[config.mk]
export PLATFORM = sky130hd
export DESIGN_NAME = lfsr_stream
export DESIGN_NICKNAME = d
export VERILOG_FILES = /design/src/rtl/lfsr_pkg.sv /design/src/rtl/lfsr_step.sv /design/src/rtl/lfsr_stream.sv
export SDC_FILE = /design/constraint.sdc
export NUM_CORES = 1
export LEC_CHECK = 0
export CAP_MARGIN = 20
export CORE_ASPECT_RATIO = 1.5
export CORE_MARGIN = 8
export CORE_UTILIZATION = 45
export DETAILED_ROUTE_END_ITERATION = 8
export GPL_ROUTABILITY_DRIVEN = 0
export PLACE_DENSITY = 0.86
export SKIP_LAST_GASP = 1
export SYNTH_ARGS = -nofsm -noshare
export SYNTH_HDL_FRONTEND = slang
export SYNTH_SLANG_ARGS = --single-unit
[constraint.sdc]
create_clock -name clk -period 2 [get_ports clk]
set_input_delay 0.4 -clock clk [delete_from_list [all_inputs] [get_ports clk]]
set_output_delay 0.4 -clock clk [all_outputs]
set_load 0.01 [all_outputs]
[src/rtl/lfsr_pkg.sv]
// Shared types and the maximal-length tap table for the LFSR stream generator.
package lfsr_pkg;

    typedef enum logic {
        LFSR_FIB = 1'b0,
        LFSR_GAL = 1'b1
    } lfsr_mode_e;

    typedef enum logic {
        ST_FILL = 1'b0,
        ST_HOLD = 1'b1
    } lfsr_fsm_e;

    localparam int LFSR_MIN_W = 3;
    localparam int LFSR_MAX_W = 32;

    // Bit k-1 set for tap k of the primitive polynomial; the MSB is always a tap.
    function automatic logic [31:0] lfsr_taps(input int width);
        logic [31:0] taps;
        case (width)
            3:       taps = 32'h0000_0006;
            4:       taps = 32'h0000_000C;
            5:       taps = 32'h0000_0014;
            6:       taps = 32'h0000_0030;
            7:       taps = 32'h0000_0060;
            8:       taps = 32'h0000_00B8;
            9:       taps = 32'h0000_0110;
            10:      taps = 32'h0000_0240;
            11:      taps = 32'h0000_0500;
            12:      taps = 32'h0000_0829;
            13:      taps = 32'h0000_100D;
            14:      taps = 32'h0000_2015;
            15:      taps = 32'h0000_6000;
            16:      taps = 32'h0000_D008;
            17:      taps = 32'h0001_2000;
            18:      taps = 32'h0002_0400;
            19:      taps = 32'h0004_0023;
            20:      taps = 32'h0009_0000;
            21:      taps = 32'h0014_0000;
            22:      taps = 32'h0030_0000;
            23:      taps = 32'h0042_0000;
            24:      taps = 32'h00E1_0000;
            25:      taps = 32'h0120_0000;
            26:      taps = 32'h0200_0023;
            27:      taps = 32'h0400_0013;
            28:      taps = 32'h0900_0000;
            29:      taps = 32'h1400_0000;
            30:      taps = 32'h2000_0029;
            31:      taps = 32'h4800_0000;
            32:      taps = 32'h8020_0003;
            default: taps = 32'h0000_0000;
        endcase
        return taps;
    endfunction

endpackage

[src/rtl/lfsr_step.sv]
// One combinational LFSR step in either Fibonacci or Galois form.
module lfsr_step
    import lfsr_pkg::*;
#(
    parameter int               WIDTH = 8,
    parameter logic [WIDTH-1:0] TAPS  = WIDTH'(lfsr_taps(WIDTH))
) (
    input  logic [WIDTH-1:0] s,
    input  logic             mode,
    output logic [WIDTH-1:0] s_next,
    output logic             out_bit
);

    always_comb begin
        s_next  = s;
        out_bit = 1'b0;
        if (lfsr_mode_e'(mode) == LFSR_GAL) begin
            out_bit = s[0];
            s_next  = (s >> 1) ^ (s[0] ? TAPS : '0);
        end else begin
            out_bit = s[WIDTH-1];
            s_next  = {s[WIDTH-2:0], ^(s & TAPS)};
        end
    end

endmodule

[src/rtl/lfsr_stream.sv]
// Pseudo-random word source: steps the LFSR OUT_W times per word, then holds
// the word on a valid/ready port until it is consumed.
//
//   state   | meaning
//   --------+----------------------------------------------------------
//   ST_FILL | LFSR steps every cycle, one bit shifted into the word
//   ST_HOLD | word complete, LFSR frozen, waiting for out_ready
module lfsr_stream
    import lfsr_pkg::*;
#(
    parameter int               WIDTH      = 8,
    parameter int               OUT_W      = 8,
    parameter logic [WIDTH-1:0] RESET_SEED = WIDTH'(1)
) (
    input  logic             clk,
    input  logic             rst,
    input  logic             seed_we,
    input  logic [WIDTH-1:0] seed,
    input  logic             mode,
    output logic             out_valid,
    input  logic             out_ready,
    output logic [OUT_W-1:0] out_data,
    output logic [WIDTH-1:0] state,
    output logic             seed_err
);

    localparam int               CNT_W    = (OUT_W > 1) ? $clog2(OUT_W) : 1;
    localparam logic [CNT_W-1:0] CNT_LOAD = CNT_W'(OUT_W - 1);
    localparam logic [WIDTH-1:0] TAPS     = WIDTH'(lfsr_taps(WIDTH));

    generate
        if (WIDTH < LFSR_MIN_W || WIDTH > LFSR_MAX_W) begin : g_bad_width
            $error("lfsr_stream: WIDTH must be within 3..32");
        end
        if (OUT_W < 1 || OUT_W > WIDTH) begin : g_bad_out_w
            $error("lfsr_stream: OUT_W must be within 1..WIDTH");
        end
        if (RESET_SEED == '0) begin : g_bad_seed
            $error("lfsr_stream: RESET_SEED must be non-zero");
        end
    endgenerate

    lfsr_fsm_e        fsm_q, fsm_d;
    lfsr_mode_e       mode_q, mode_d;
    logic [WIDTH-1:0] state_q, state_d;
    logic [CNT_W-1:0] cnt_q, cnt_d;
    logic [OUT_W-1:0] data_q, data_d;
    logic             valid_q, valid_d;
    logic             err_q, err_d;

    logic [WIDTH-1:0] step_next;
    logic             step_bit;

    lfsr_step #(
        .WIDTH (WIDTH),
        .TAPS  (TAPS)
    ) u_step (
        .s       (state_q),
        .mode    (mode_q),
        .s_next  (step_next),
        .out_bit (step_bit)
    );

    // cnt_q counts remaining steps down; the word completes on the step taken at zero.
    always_comb begin
        fsm_d   = fsm_q;
        mode_d  = mode_q;
        state_d = state_q;
        cnt_d   = cnt_q;
        data_d  = data_q;
        valid_d = valid_q;
        err_d   = 1'b0;

        if (seed_we) begin
            state_d = (seed == '0) ? RESET_SEED : seed;
            err_d   = (seed == '0);
            mode_d  = lfsr_mode_e'(mode);
            cnt_d   = CNT_LOAD;
            data_d  = '0;
            valid_d = 1'b0;
            fsm_d   = ST_FILL;
        end else begin
            case (fsm_q)
                ST_FILL: begin
                    state_d = step_next;
                    data_d  = (data_q << 1) | OUT_W'(step_bit);
                    if (cnt_q == '0) begin
                        valid_d = 1'b1;
                        fsm_d   = ST_HOLD;
                    end else begin
                        cnt_d = cnt_q - 1'b1;
                    end
                end
                ST_HOLD: begin
                    if (out_ready) begin
                        valid_d = 1'b0;
                        cnt_d   = CNT_LOAD;
                        fsm_d   = ST_FILL;
                    end
                end
                default: fsm_d = ST_FILL;
            endcase
        end
    end

    always_ff @(posedge clk or posedge rst) begin
        if (rst) begin
            fsm_q   <= ST_FILL;
            mode_q  <= LFSR_FIB;
            state_q <= RESET_SEED;
            cnt_q   <= CNT_LOAD;
            data_q  <= '0;
            valid_q <= 1'b0;
            err_q   <= 1'b0;
        end else begin
            fsm_q   <= fsm_d;
            mode_q  <= mode_d;
            state_q <= state_d;
            cnt_q   <= cnt_d;
            data_q  <= data_d;
            valid_q <= valid_d;
            err_q   <= err_d;
        end
    end

    assign out_valid = valid_q;
    assign out_data  = data_q;
    assign state     = state_q;
    assign seed_err  = err_q;

endmodule

After elaboration in Yosys (flattened, before gate mapping). Cells that the tools add are included.

$add $sub $neg: 1. Reduce and logical (&&, ||, !) cells: 5. Bitwise logic cells: 3. Multiplexer cells: 21. Equality and inequality tests: 4.

Operators with widths (count): 8-bit 2-to-1 mux (7); 3-bit 2-to-1 mux (3); 3-bit != test, second input constant (3); 8-bit logical NOT (1); 1-bit 2-to-1 mux (8); 8-bit by 1-bit bitwise OR with 8-bit output (1); 8-bit XOR reduction (1); 7-bit by 8-bit bitwise XOR with 8-bit output (1); 3-bit one-hot mux with 2 select lines (1); 1-bit one-hot mux with 2 select lines (2); 2-bit AND reduction (2); 3-bit logical NOT (1); 3-bit by 1-bit subtractor with 3-bit output, second input constant (1); 2-bit != test, second input constant (1); 1-bit inverter (1).

Flip-flop bits (word level): 23. Output and inout bits: 18. Logic and storage cells: 41. Bits of input ports: 13.

Longest topological paths before layout. Gate-level depths: netlist of the first run.

Depth after elaboration: 5. Depth in mapped cells: 6.

By module. From an unflattened synthesis of the first run, not the netlist that was laid out.

Cells, all modules: 121. Area total of the unflattened synthesis: 1217.4 µm².

Modules (own cells, without submodules): lfsr_stream (times used 1, cells an instance 97, seq. area each 580.6 µm², area each 1062.3 µm²); lfsr_step (times used 1, cells an instance 24, seq. area each 0.0 µm², area each 155.1 µm²).

Worst setup path after synthesis of the first run. OpenSTA, ideal clock, no wires.

Path kind: register to register. Start point: register state_q[0] (netlist: state[0]). End point: register state_q[3] (netlist: state[3]). Library setup time: 0.133 ns. Clock period less this slack: 1.288 ns. Slack: 0.712 ns. Arrival time: 1.155 ns. Stages on the path, launching flop included: 6. Cells stage by stage: dfstp_2 -> buf_2 -> xnor2_1 -> a211oi_1 -> a211oi_1 -> a21oi_1.

Longest elaborated chain between the ends: 5.

Ends and longest elaborated chain: from (decl) (line lfsr_stream.sv:45) `logic [WIDTH-1:0] state_q, state_d;`; from (signal assigned) (line lfsr_stream.sv:118) `state_q <= state_d;`; 8-bit 2-to-1 mux (line lfsr_step.sv:19) `s_next = (s >> 1) ^ (s[0] ? TAPS : '0);`; 7-bit by 8-bit bitwise XOR with 8-bit output (line lfsr_step.sv:19); 8-bit 2-to-1 mux (line lfsr_step.sv:17) `if (lfsr_mode_e'(mode) == LFSR_GAL) begin`; 8-bit 2-to-1 mux (line lfsr_stream.sv:83) `case (fsm_q)`; 8-bit 2-to-1 mux (line lfsr_stream.sv:74) `if (seed_we) begin`.

Every way passes these cells. The select of a mux whose other input is x is not followed. A chain may end at the register's enable or synchronous reset.

Worst setup path in the final report of the first run.
Start point: register state_q[0] (netlist: state[0]). End point: output port state[0].

RTL lines: to (decl) (line lfsr_stream.sv:23) `output logic [WIDTH-1:0] state,`.

No word-level cell between the ends.

==> results.ini, run 1 <==
[outcome]
status=finished, final reports clean

[clock_tree]
worst_skew_pair.late_latency_ns=0.26
cts_buffers=3
clk_pin_slew_ns=0.08
cts_hold_buf=0
cts_tree=built
clock-sinks=23
clockBufferDepth=2
post-cts-setup-buffer-count=0
post_cts_resized=0
cts_root_buffer=clkbuf_8
htreeDepth=1

[timing]
post-route-min-period_ns=1.878
finalCritPeriodShare_pct=93.91
worst_pin_slew_ns=0.5084
rsz0062_at_grt=no
slew_viol_final=0
max_clock_freq_mhz=532.4
skew_ns=0.001305
slew_headroom_pct=66.11
hold_viol=0
setup_violations=0
setup-tns-final_ns=0

[power_and_ir_drop]
p_per_area_mw_per_mm2=730.7
power.ir.vdd_worst_uv=556.7
p_leak_nw=0.6650
power_switching_mw=0.3224
p_clk_share_pct=25.5
switching_share_pct=28.55
pwr-share-comb_pct=24.3
p_int_mw=0.8067
pwr-share-seq_pct=50.2

[synth]
synth_edf_count=0
syn_inst=122
synth_seq_area_share_pct=48.48
synthDistinctLibCells=25
synth_area_per_cell_um2=9.815
async_reset_ff_share_pct=100.0
syn_area_mm2=0.001197
ys.flop_type=dfrtp_1
synth_nets=137
synth_seq_cells=23
yosysWarningCount=0

[worst_setup_path]
cp_max_fo=8
arrival_ns=1.48
cp_top_family=flip-flops
setup.worst_path.start_class=flip-flop
cp_cell_sequence=clkdlybuf4s50_1
crit_required_ns=1.60
critPathKind=reg2out
slowest_delay_ns=0.63
worstSetupEndpointType=output port
slowest_stage=dfstp_2
path_buf_inv=1

[layout]
utilization_pct=59.66
num-nets-final=167
nFillCells=202
final_cell_mix=30 x clkdlybuf4s50_1, 19 x dfrtp_1, 18 x nor2_1, 12 x mux2i_1, 12 x nand2_1
area_delta_synth_final_pct=29.05
final_common_cell=clkdlybuf4s50_1
diodes=0
postLayoutCellArea_mm2=0.001545
drive_gt1_share_pct=10.60

[grt]
antenna_found_initial=0
grt_usage_pct=12.07
grt_pass1_wl_um=4360
grt_overflow=0
grt_pass1_vias=956
grt_max_degree=26

[drt]
drcViolationCount=0
drt_wl_total_um=2647
route.met3.wl_um=157
drt_iter0_drc=35
highest-signal-layer=met4
wl_met2_um=1413
routedWlPerCell_um=15.04
met1Wirelength_um=1000
vias=980
via_per_inst=5.568
postRouteAntennaNets=0
dr.pass1.iters=4

[place]
dpl_cell_area_mm2=0.001499
numPortBuffers=30
hpwlAfterDp_um=2017

[hold_path]
min_path_type=in2async

[floorplan]
fp.coreArea_mm2=0.002590
die_h_um=79.18
die_x_um=58.12
ios=31
rows=23
initial_core_util_pct=46.23
dieArea_mm2=0.004601

[flow_run]
drv_cap=0

[Yosys cell counts, types with 2 or more instances]
| cell | instances | area share, % |
|---|---|---|
| ha_1 | 2 | 2.1 |
| a21oi_1 | 9 | 3.8 |
| xnor2_1 | 6 | 4.4 |
| mux2i_1 | 12 | 10 |
| dfrtp_1 | 19 | 40 |
| mux2_2 | 3 | 2.8 |
| nand2_1 | 12 | 3.8 |
| buf_2 | 5 | 2.1 |
| a211oi_1 | 6 | 3.8 |
| clkbuf_1 | 2 | 0.63 |
| o21ai_0 | 7 | 2.9 |
| inv_1 | 6 | 1.9 |
| dfstp_2 | 4 | 8.8 |
| nor2_1 | 18 | 5.6 |
[power by group through the flow]
stage,Combinational (mW),Sequential (mW),Clock (mW)
after CTS,0.278,0.567,0.292
after detailed placement,0.277,0.576,0
final,0.274,0.567,0.288
after global routing,0.304,0.575,0.316
after floorplan,0.172,0.564,0
after global placement,0.267,0.573,0
[final timing paths]
check | start | to | slack, ns | cells past startpoint
worst min register to register | out_data[7] | out_data[7] | 0.54 | 2
worst min-delay path | rst | out_data[7] | 0.46 | 3
worst max-delay path | state[0] | state[0] | 0.12 | 1
min in group clk | out_data[7] | out_data[7] | 0.54 | 2
worst max register to register | cnt_q[0] | cnt_q[1] | 0.63 | 5
max in group asynchronous | rst | cnt_q[2] | 1.26 | 3
[metrics by stage]
step	worst slack [ns]	hold WS [ns]	cells	power [mW]
floorplan	0.7117	0.3990	122	0.7357
global placement	0.3200	0.5080	172	0.8404
detailed placement	0.2638	0.5284	172	0.8523
CTS	0.1105	0.4707	176	1.137
global route	0.07993	0.4939	176	1.195
finish	0.1218	0.4578	176	1.129
[tightest hold or removal path: stages]
cell,delay [ns]
clkdlybuf4s50_1,0.39
inv_1,0.05
buf_4,0.28
[state kept, by name, indices dropped and copies added, names as in the netlist]
name / cells
out_valid: 1
seed_err: 1
fsm_q: 1
out_data: 8
mode_q: 1
state: 8
cnt_q: 3
[area by class of cell]
class                      instances  area, µm²  area share [%]
sequential                        23      580.6           37.57
multi-input combinational         84      534.3           34.57
timing repair buffer              34      330.3           21.38
clock buffer                       3      41.29           2.672
tap                               25      31.28           2.024
inverter                           6      22.52           1.457
clock inverter                     1      5.005          0.3239
[cell families after synthesis]
kind of cell,count (synthesis),share of synthesized area [%]
AO/OA/AOI/OAI,26,12.96
multiplexers,15,12.85
flip-flops,23,48.49
AND/OR/NAND/NOR,35,12.33
XOR/XNOR,6,4.389
buffers and inverters,15,6.897
adder cells (fa/ha/maj),2,2.090
[metal layers]
layer	up-vias	track usage, %
li1	467	-
met1	476	12.31
met2	33	20.52
met3	4	2.746
met4	0	9.606
met5	-	0
Power figures use the tool's default switching activity.
==> run 2, diff against run 1 <==
--- a/config.mk
+++ b/config.mk
@@ -9,9 +9,10 @@
 export CORE_ASPECT_RATIO = 1.5
 export CORE_MARGIN = 8
 export CORE_UTILIZATION = 45
+export CTS_CLUSTER_SIZE = 14
 export DETAILED_ROUTE_END_ITERATION = 8
 export GPL_ROUTABILITY_DRIVEN = 0
-export PLACE_DENSITY = 0.86
+export PLACE_DENSITY = 0.75
 export SKIP_LAST_GASP = 1
 export SYNTH_ARGS = -nofsm -noshare
 export SYNTH_HDL_FRONTEND = slang
==> run 2 against run 1 <==
  * Combinational power is 2% lower
  * Wire length is 0.45% lower
  * Global-route usage increased by 0.16 points
  * Sequential power hardly changed
  * Critical path type unchanged
  * Final area did not move
  * Highest routed layer unchanged
  * Register-to-register slack better by 0.02 ns
  * Maximum frequency up 1.0%
  * Via count fell by 0.92%
==> results.ini, run 2 (same netlist as run 1, synthesis figures left out) <==
[timing]
setup_violations=0  ; unchanged
worst_pin_slew_ns=0.5085  ; +0.0001494 ns
post-route-min-period_ns=1.859  ; -0.01893 ns
slew_headroom_pct=66.10  ; about the same
slew_viol_final=0  ; unchanged
skew_ns=0.003941  ; +0.002635 ns
max_clock_freq_mhz=537.8  ; +1.0%
finalCritPeriodShare_pct=92.96  ; -0.95 points
rsz0062_at_grt=no
setup-tns-final_ns=0  ; unchanged
hold_viol=0  ; unchanged

[floorplan]
fp.coreArea_mm2=0.002590  ; unchanged
initial_core_util_pct=46.23  ; unchanged
rows=23  ; unchanged
die_h_um=79.18  ; unchanged
dieArea_mm2=0.004601  ; unchanged
ios=31  ; unchanged
die_x_um=58.12  ; unchanged

[clock_tree]
clk_pin_slew_ns=0.08  ; about the same
post-cts-setup-buffer-count=0  ; unchanged
htreeDepth=1  ; unchanged
cts_hold_buf=0  ; unchanged
clock-sinks=23  ; unchanged
worst_skew_pair.late_latency_ns=0.26  ; about the same
cts_buffers=3  ; unchanged
cts_tree=built
post_cts_resized=0  ; unchanged
clockBufferDepth=2  ; unchanged
cts_root_buffer=clkbuf_8

[power_and_ir_drop]
p_clk_share_pct=25.0  ; -0.5 points
p_total_mw=1.118  ; -1.0%
p_int_mw=0.8058  ; -0.11%
power.ir.vdd_worst_uv=520.7  ; -6.5%
p_leak_nw=0.6650  ; unchanged
pwr-share-comb_pct=24.1  ; -0.2 points
p_per_area_mw_per_mm2=723.4  ; -1.0%
switching_share_pct=27.91  ; -0.64 points
pwr-share-seq_pct=50.9  ; +0.7 points
power_switching_mw=0.3120  ; -3.2%

[outcome]
status=finished, final reports clean

[worst_setup_path]
setup.worst_path.start_class=flip-flop
worstSetupEndpointType=output port
critPathKind=reg2out
arrival_ns=1.46  ; -0.02 ns
crit_required_ns=1.60  ; about the same
slowest_delay_ns=0.63  ; about the same
slowest_stage=dfstp_2
path_buf_inv=1  ; unchanged
cp_top_family=flip-flops
cp_cell_sequence=clkdlybuf4s50_1
cp_max_fo=8  ; unchanged

[grt]
antenna_found_initial=0  ; unchanged
grt_max_degree=25  ; -3.8%
grt_pass1_vias=984  ; +2.9%
grt_overflow=0  ; unchanged
grt_pass1_wl_um=4491  ; +3.0%
grt_usage_pct=12.23  ; +0.16 points

[drt]
drt_iter0_drc=24  ; -31%
vias=971  ; -0.92%
route.met3.wl_um=106  ; -32%
drt_wl_total_um=2635  ; -0.45%
highest-signal-layer=met4
routedWlPerCell_um=14.97  ; -0.45%
drcViolationCount=0  ; unchanged
via_per_inst=5.517  ; -0.92%
wl_met2_um=1382  ; -2.2%
postRouteAntennaNets=0  ; unchanged
dr.pass1.iters=4  ; unchanged
met1Wirelength_um=1124  ; +12%

[layout]
final_common_cell=clkdlybuf4s50_1
drive_gt1_share_pct=10.60  ; unchanged
area_delta_synth_final_pct=29.05  ; unchanged
num-nets-final=167  ; unchanged
final_cell_mix=30 x clkdlybuf4s50_1, 19 x dfrtp_1, 18 x nor2_1, 12 x mux2i_1, 12 x nand2_1
nFillCells=237  ; +17%
diodes=0  ; unchanged

[place]
hpwlAfterDp_um=2015  ; -0.12%
numPortBuffers=30  ; unchanged

[flow_run]
drv_cap=0  ; unchanged

[hold_path]
min_path_type=in2async

run 2: power groups by stage:
stage / registers [mW] / logic [mW] / clock network [mW]
2_1_floorplan: 0.564 / 0.172 / 0
3_3_place_gp: 0.576 / 0.268 / 0
3_5_place_dp: 0.578 / 0.273 / 0
4_1_cts: 0.569 / 0.274 / 0.294
5_1_grt: 0.576 / 0.305 / 0.307
6_report: 0.569 / 0.269 / 0.280
run 2: metrics by stage:
stage / cells / hold WS, ns / worst slack (ns) / util (%) / area, µm²
after CTS: 176 / 0.4228 / 0.1231 / 59.66 / 1545
after floorplan: 122 / 0.3990 / 0.7117 / - / 1197
after global placement: 172 / 0.5126 / 0.3876 / 57.87 / 1499
after global routing: 176 / 0.4463 / 0.09012 / 59.66 / 1545
final: 176 / 0.4100 / 0.1407 / 59.66 / 1545
after detailed placement: 172 / 0.5259 / 0.3105 / 57.87 / 1499
run 2: path summary, 6_finish.rpt:
path | startpoint | end | slack [ns] | cells after the start
min in group clk | out_valid | out_valid | 0.53 | 2
setup reg to reg | fsm_q | cnt_q[1] | 0.65 | 4
setup / recovery | state[0] | state[0] | 0.14 | 1
hold reg to reg | out_valid | out_valid | 0.53 | 2
hold / removal | rst | out_valid | 0.41 | 2
max in group asynchronous | rst | out_data[2] | 1.07 | 3
run 2: per-layer routing:
layer  GRT usage (%)  vias up
li1                -      470
met1           13.94      477
met2           21.75       22
met3           2.423        2
met4           4.433        0
met5               0        -
run 2: layout make-up:
| cell class | count | area [µm²] | area share (%) |
|---|---|---|---|
| Clock inverter | 1 | 5.005 | 0.3239 |
| Sequential cell | 23 | 580.6 | 37.57 |
| Inverter | 6 | 22.52 | 1.457 |
| Timing Repair Buffer | 34 | 330.3 | 21.38 |
| Clock buffer | 3 | 41.29 | 2.672 |
| Tap cell | 25 | 31.28 | 2.024 |
| Multi-Input combinational cell | 84 | 534.3 | 34.57 |
==> run 3, diff against run 2 <==
--- a/config.mk
+++ b/config.mk
@@ -7,7 +7,7 @@
 export LEC_CHECK = 0
 export CAP_MARGIN = 20
 export CORE_ASPECT_RATIO = 1.5
-export CORE_MARGIN = 8
+export CORE_MARGIN = 5
 export CORE_UTILIZATION = 45
 export CTS_CLUSTER_SIZE = 14
 export DETAILED_ROUTE_END_ITERATION = 8
==> run 3 against run 2 <==
  * Sequential share of layout area fell by 0.51 points
  * Largest power group unchanged
  * Via count is 0.31% higher
  * Final area increased by 1.4%
  * Clock power about the same
  * Highest routed layer unchanged
  * Combinational power is 2% higher
  * Sequential power hardly changed
  * Cell count rose by 7.4%
  * Worst hold slack improved by 0.073 ns
  * Register-to-register slack about the same
  * Core utilization rose by 0.16 points
==> results.ini, run 3 (same netlist as run 1, synthesis figures left out) <==
[outcome]
status=finished, final reports clean

[clock_tree]
cts_tree=built
post-cts-setup-buffer-count=0  ; unchanged
worst_skew_pair.late_latency_ns=0.26  ; about the same
htreeDepth=1  ; unchanged
clockBufferDepth=2  ; unchanged
post_cts_resized=0  ; unchanged
clk_pin_slew_ns=0.08  ; about the same
cts_buffers=3  ; unchanged
cts_hold_buf=0  ; unchanged
clock-sinks=23  ; unchanged
cts_root_buffer=clkbuf_8

[drt]
drcViolationCount=0  ; unchanged
via_per_inst=5.153  ; -6.6%
drt_wl_total_um=2579  ; -2.1%
dr.pass1.iters=4  ; unchanged
vias=974  ; +0.31%
drt_iter0_drc=31  ; +29%
routedWlPerCell_um=13.65  ; -8.9%
postRouteAntennaNets=0  ; unchanged

[layout]
diodes=0  ; unchanged
postLayoutCellArea_mm2=0.001567  ; +1.4%
area_delta_synth_final_pct=30.83
drive_gt1_share_pct=10.53  ; -0.070 points
num-nets-final=168  ; +0.60%
utilization_pct=59.82  ; +0.16 points
final_cell_mix=30 x clkdlybuf4s50_1, 19 x dfrtp_1, 18 x nor2_1, 12 x mux2i_1, 12 x nand2_1
final_common_cell=clkdlybuf4s50_1

[worst_setup_path]
setup.worst_path.start_class=flip-flop
path_depth=1  ; unchanged
cp_cell_sequence=clkdlybuf4s50_1
slowest_stage=dfstp_2
cp_top_family=flip-flops
critPathKind=reg2out
arrival_ns=1.48  ; +0.02 ns
ff2ff_setup_slack_ns=0.64  ; about the same
worstSetupEndpointType=output port
crit_required_ns=1.60  ; about the same
slowest_delay_ns=0.64  ; about the same
path_buf_inv=1  ; unchanged
cp_max_fo=8  ; unchanged
rr_worst_depth=5  ; +1

[flow_run]
drv_cap=0  ; unchanged

[place]
dpl_cell_area_mm2=0.001521  ; +1.5%
numPortBuffers=30  ; unchanged
hpwlAfterDp_um=1976  ; -1.9%

[floorplan]
die_h_um=73.18  ; -7.6%
fp.coreArea_mm2=0.002619  ; +1.1%
ios=31  ; unchanged
initial_core_util_pct=45.72  ; -0.51 points
rows=23  ; unchanged
dieArea_mm2=0.003814  ; -17%
die_x_um=52.12  ; -10%

[power_and_ir_drop]
p_leak_nw=0.6677  ; +0.41%
power.ir.vdd_worst_uv=521.9  ; +0.22%
p_per_area_mw_per_mm2=717.2  ; -0.86%

[timing]
max_clock_freq_mhz=532.8  ; -0.95%
slew_headroom_pct=64.13  ; -2.0 points
post-route-min-period_ns=1.877  ; +0.01775 ns
finalCritPeriodShare_pct=93.85  ; +0.89 points
worst_pin_slew_ns=0.5363  ; +0.02783 ns
rsz0062_at_grt=no
skew_ns=0.004534  ; +0.0005937 ns
setup_violations=0  ; unchanged
slew_viol_final=0  ; unchanged
hold_viol=0  ; unchanged
setup-tns-final_ns=0  ; unchanged

[grt]
grt_overflow=0  ; unchanged
grt_pass1_wl_um=4547  ; +1.2%
grt_max_degree=24  ; -4.0%
antenna_found_initial=0  ; unchanged
grt_pass1_vias=981  ; -0.30%
grt_usage_pct=15.48  ; +3.2 points

[hold_path]
min_path_type=in2async

==> run 3: per-layer routing <==
layer | vias to the layer above | GRT usage (%) | routed length, µm
met4 | 0 | 3.499 | 17
met2 | 14 | 27.41 | 1393
met5 | - | 0 | 0
li1 | 471 | - | -
met1 | 487 | 19.35 | 1086
met3 | 2 | 2.454 | 82
==> run 3: through the flow <==
stage	hold WS (ns)	cells	total power [mW]	setup WS [ns]
6_report	0.4830	189	1.123	0.1230
3_5_place_dp	0.5311	185	0.8528	0.2022
2_1_floorplan	0.3990	122	0.7357	0.7117
3_3_place_gp	0.5067	185	0.8450	0.2816
4_1_cts	0.4919	189	1.137	0.1070
5_1_grt	0.5201	189	1.198	0.07247
==> run 3: power breakdown <==
part,internal [mW],switching [mW]
clock,0.142,0.140
combinational,0.159,0.116
sequential,0.509,0.0584
total,0.810,0.314
==> run 3: worst paths after layout <==
kind / startpoint / end
max: state[0] / state[0]
min: rst / mode_q
max reg2reg: cnt_q[0] / cnt_q[1]
min reg2reg: out_data[7] / out_data[7]
max in group asynchronous: rst / cnt_q[2]
min in group clk: out_data[7] / out_data[7]
==> run 3: area by class of cell <==
| type | instances | area [µm²] |
|---|---|---|
| Multi-Input combinational cell | 84 | 534.3 |
| Fill cell | 234 | 1052 |
| Inverter | 6 | 22.52 |
| Sequential cell | 23 | 580.6 |
| Clock buffer | 4 | 45.04 |
| Tap cell | 37 | 46.29 |
| Timing Repair Buffer | 35 | 337.8 |
==> edit 1, RTL diff (settings of run 3) <==
`OUT_W`: 8 -> 4.
--- a/src/rtl/lfsr_stream.sv
+++ b/src/rtl/lfsr_stream.sv
@@ -9,7 +9,7 @@
     import lfsr_pkg::*;
 #(
     parameter int               WIDTH      = 8,
-    parameter int               OUT_W      = 8,
+    parameter int               OUT_W      = 4,
     parameter logic [WIDTH-1:0] RESET_SEED = WIDTH'(1)
 ) (
     input  logic             clk,
Interface: changed (resized out_data); port bits go from 31 to 27. The function was not compared with the original's and may differ.
==> edit 1 against run 3 <==
Power increased by 4.0%; clock power decreased by 37%; wire length decreased by 24%; utilization increased by 1.5 points; via count decreased by 21%; final cell count decreased by 21%; sequential cell count decreased by 5; final area decreased by 21%; synthesized area decreased by 20%; setup slack got worse by 0.022 ns; global-route usage decreased by 1.1 points; clock skew decreased by 0.0028 ns; critical endpoint unchanged; largest cell class unchanged.
==> edit 1: results (changes against run 3) <==
* Ant. Diodes at 0 (unchanged)
* Worst rel slew slack at 47.0% (-17 points)
* Worst-Skew Late Latency at 0.28 ns (+0.02 ns)
* Synth cell count leaders: nor2_1 (16), dfrtp_1 (15), a21oi_1 (9), mux2i_1 (9), nand2_1 (8)
* Slowest CP cell: dfstp_2
* Yosys Warn Count at 0 (unchanged)
* Vias per cell at 5.18 (+0.54%)
* Clock Skew at 0.00176 ns (-0.00278 ns)
* DP Area at 0.00122 mm² (-20%)
* Maximum root-to-sink buffer count at 2 (unchanged)
* Reg2reg path depth at 3 (-2)
* Leakage at 0.546 nW (-18%)
* # resized after CTS at 0 (unchanged)
* Status: finished, final reports clean
* Ranking of synthesized cells by area: dfrtp_1 (39%), mux2i_1 (9.4%), dfstp_2 (8.2%)
* Reg2reg end: cnt_q[0]
* Syn_nets at 117 (-15%)
* Input/output buffers at 26 (-13%)
* Maximum VDD drop at 0.503 mV (-3.7%)
* First-iteration detailed-routing DRC count at 13 (-58%)
* CP Max Fanout at 8 (unchanged)
* CP top delay family: flip-flops
* CP arrival at 1.50 ns (+0.02 ns)
* Setup slack, reg-to-reg at 0.48 ns (-0.16 ns)
* R2R Path Start: fsm_q
* CTS root buf: clkbuf_4
* Max incr delay on CP at 0.64 ns (about the same)
* Share of cells above drive strength 1 at 7.09% (-3.4 points)
* Number of global-route vias before repair at 783 (-20%)
* First-pass GRT wire length at 3380 µm (-26%)
* Post-synth EDFFs at 0 (unchanged)
* Asr flop ratio synth at 100% (unchanged)
* Worst min path class: input pin to asynchronous set/reset pin
* NumNets Final at 142 (-15%)
* GR Util All Layers at 14.4% (-1.1 points)
* Largest net degree at the start of global routing at 26 (+8.3%)
* CTS H-Tree Depth at 1 (unchanged)
* DPL Wire Length at 1500 µm (-24%)
* Num CTS Buffers at 3 (unchanged)
* Setup Buffers After CTS at 0 (unchanged)
* Pre-antenna DRT Iters at 2 (-2)
* Seq/Total Area, Yosys at 47.5% (-1.0 points)
* Max reg flops at 8
* Avg WL per Cell at 13.2 µm (-3.6%)
* DRC at 0 (unchanged)
* Distinct cell type count after synthesis at 22 (-12%)
* Initial antenna violation count at 0 (unchanged)
* Post-synth top flop: dfrtp_1
* Clock transition at path regs at around 0.090 ns
edit 1: power by group:
group          leakage [nW]  internal (mW)  switching (mW)
sequential            0.221          0.449           0.114
clock                0.0150         0.0773           0.101
combinational         0.310          0.247           0.180
edit 1: through the flow:
step / power, mW / instances / utilization [%] / setup slack, ns / hold slack, ns
4_1_cts: 1.18 / 149 / 61.3 / 0.0838 / 0.514
2_1_floorplan: 0.830 / 103 / - / 0.710 / 0.336
3_3_place_gp: 0.990 / 145 / 60.0 / 0.355 / 0.505
5_1_grt: 1.27 / 149 / 61.3 / 0.0325 / 0.565
6_report: 1.17 / 149 / 61.3 / 0.101 / 0.510
3_5_place_dp: 1.00 / 145 / 60.0 / 0.322 / 0.510
edit 1: kinds of logic after synthesis:
family	count (synthesis)	share of synthesized area [%]
and+or+nand+nor	30	13.6
AOI/OAI and AO/OA	24	14.6
DFF	18	47.5
muxes	10	10.6
adders and majority gates	1	1.31
xor gates and xnor gates	6	5.49
buffers and inverters	14	6.93
edit 1: final cells by class:
type                            instances  area [µm²]
Timing Repair Buffer                   28         275
Sequential cell                        18         454
Clock buffer                            4        26.3
Fill cell                             195         785
Inverter                                6        22.5
Multi-Input combinational cell         71         437
Tap cell                               22        27.5
edit 1: metal layers:
metal  routed length, µm  global-route usage (%)  vias to the layer above
met5                   0                       0                        -
met4                  10                    5.05                        0
met3                  76                    2.70                        2
met2                1080                    25.2                       14
met1                 796                    16.6                      362
li1                    -                       -                      394
edit 1: how the worst max path moves through the flow:
stage	startpoint	to	slack, ns	cells after the start
6_report	state[0]	state[0]	0.10	1
5_1_grt	state[0]	state[0]	0.03	1
4_1_cts	state[0]	state[0]	0.08	1
3_5_place_dp	seed_we	state[0]	0.32	4
3_3_place_gp	seed_we	state[0]	0.36	4
2_1_floorplan	state[0]	state[5]	0.71	5
==> edit 2, RTL diff (flow settings as in run 3) <==
Without the edit above. Remove the register `err_q`: a continuous assignment takes its place, so the output `seed_err` follows one clock earlier.
--- a/src/rtl/lfsr_stream.sv
+++ b/src/rtl/lfsr_stream.sv
@@ -111,7 +111,6 @@
             cnt_q   <= CNT_LOAD;
             data_q  <= '0;
             valid_q <= 1'b0;
-            err_q   <= 1'b0;
         end else begin
             fsm_q   <= fsm_d;
             mode_q  <= mode_d;
@@ -119,9 +118,10 @@
             cnt_q   <= cnt_d;
             data_q  <= data_d;
             valid_q <= valid_d;
-            err_q   <= err_d;
         end
     end
+
+    assign err_q = err_d;
 
     assign out_valid = valid_q;
     assign out_data  = data_q;
Function: changed (a bounded check fails within 4 cycles, from zero or initial values and one cycle with rst high).
==> edit 2 against run 3 <==
First-iteration DRC count fell by 42%; sequential share of layout area fell by 0.55 points; clock power fell by 27%; power fell by 10%; sequential cell count fell by 1; synthesized cell count rose by 1.6%; setup slack got worse by 0.035 ns; wire length fell by 3.0%; synthesized area fell by 3.3%; final area fell by 2.9%; critical path type is now input pin to output pin; critical endpoint is now seed_err.
==> edit 2: results (changes against run 3) <==
* Reg area at 556 µm² (-4.3%)
* Place WS at -0.485 ns (-0.687 ns)
* Leakage at 0.650 nW (-2.6%)
* Final worst setup slack at 0.0877 ns (-0.0353 ns)
* WL final at 2500 µm (-3.0%)
* Maximum VDD drop at 0.467 mV (-10%)
* Largest net degree at the start of global routing at 33 (+38%)
* Via count at 959 (-1.5%)
* GR Util All Layers at 14.9% (-0.58 points)
* Worst-Skew Late Latency at 0.30 ns (+0.04 ns)
* Crit Path Class: input pin to output pin
* Number of global-route vias before repair at 969 (-1.2%)
* Share of cells above drive strength 1 at 8.44% (-2.1 points)
* CP top delay family: buffers and inverters
* M1 wire length at 1140 µm (+5.2%)
* NumNets Final at 170 (+1.2%)
* Slowest CP cell: clkdlybuf4s50_1
* Clock transition at path regs at 0.12 ns (+0.04 ns)
* Status: finished, final reports clean
* # fillers at 210 (-10%)
* CP Max Fanout at 2 (-6)
* Synthesized instance count at 124 (+1.6%)
* Worst hold slack at 0.419 ns (-0.0639 ns)
* DP Area at 0.00148 mm² (-2.5%)
* Worst rel slew slack at 69.8% (+5.7 points)
* CP arrival at 1.51 ns (+0.03 ns)
* First-pass GRT wire length at 4310 µm (-5.2%)
* CTS root buf: clkbuf_4
* Crit path launch: seed[2]
* Clock Skew at 0.00234 ns (-0.00220 ns)
* Setup slack, reg-to-reg at 0.53 ns (-0.11 ns)
* Met1 GRT Util at 18.7% (-0.69 points)
* Ranking of synthesized cells by area: dfrtp_1 (39%), mux2i_1 (11%), dfstp_2 (9.1%)
* Vias per cell at 5.39 (+4.5%)
* Synth cell count leaders: nor2_1 (19), dfrtp_1 (18), mux2i_1 (13)
* GR Layer Usage met3 at 3.90% (+1.4 points)
* Worst setup path endpoint: seed_err
* DPL Wire Length at 1870 µm (-5.2%)
[edit 2: cell families (layout without fill, tap and decap cells)]
logic type,after synthesis,count (layout),share of synthesized area [%]
xor gates and xnor gates,6,6,4.54
muxes,13,13,11.2
buffers and inverters,17,47,5.95
DFF,22,22,48.0
AOI/OAI and AO/OA,27,27,13.7
adders and majority gates,2,2,2.16
and+or+nand+nor,37,37,14.4
[edit 2: worst min-delay path, stage by stage]
cell and delay, ns:
clkdlybuf4s50_1 0.40, inv_1 0.05, buf_4 0.27
[edit 2: area by class of cell]
class                   instances  share of cell area, %
multi-input cells              85                   36.0
well taps                      24                   1.97
repair buffers                 34                   21.5
inverters                       9                   2.22
clock buffers                   4                   1.73
flip-flops and latches         22                   36.5
[edit 2: power breakdown]
part	total (mW)	leakage, nW	internal, mW	switching (mW)
Sequential	0.543	0.274	0.488	0.0553
Combinational	0.259	0.362	0.149	0.110
Clock	0.206	0.0150	0.0776	0.129
Total	1.01	0.650	0.715	0.294
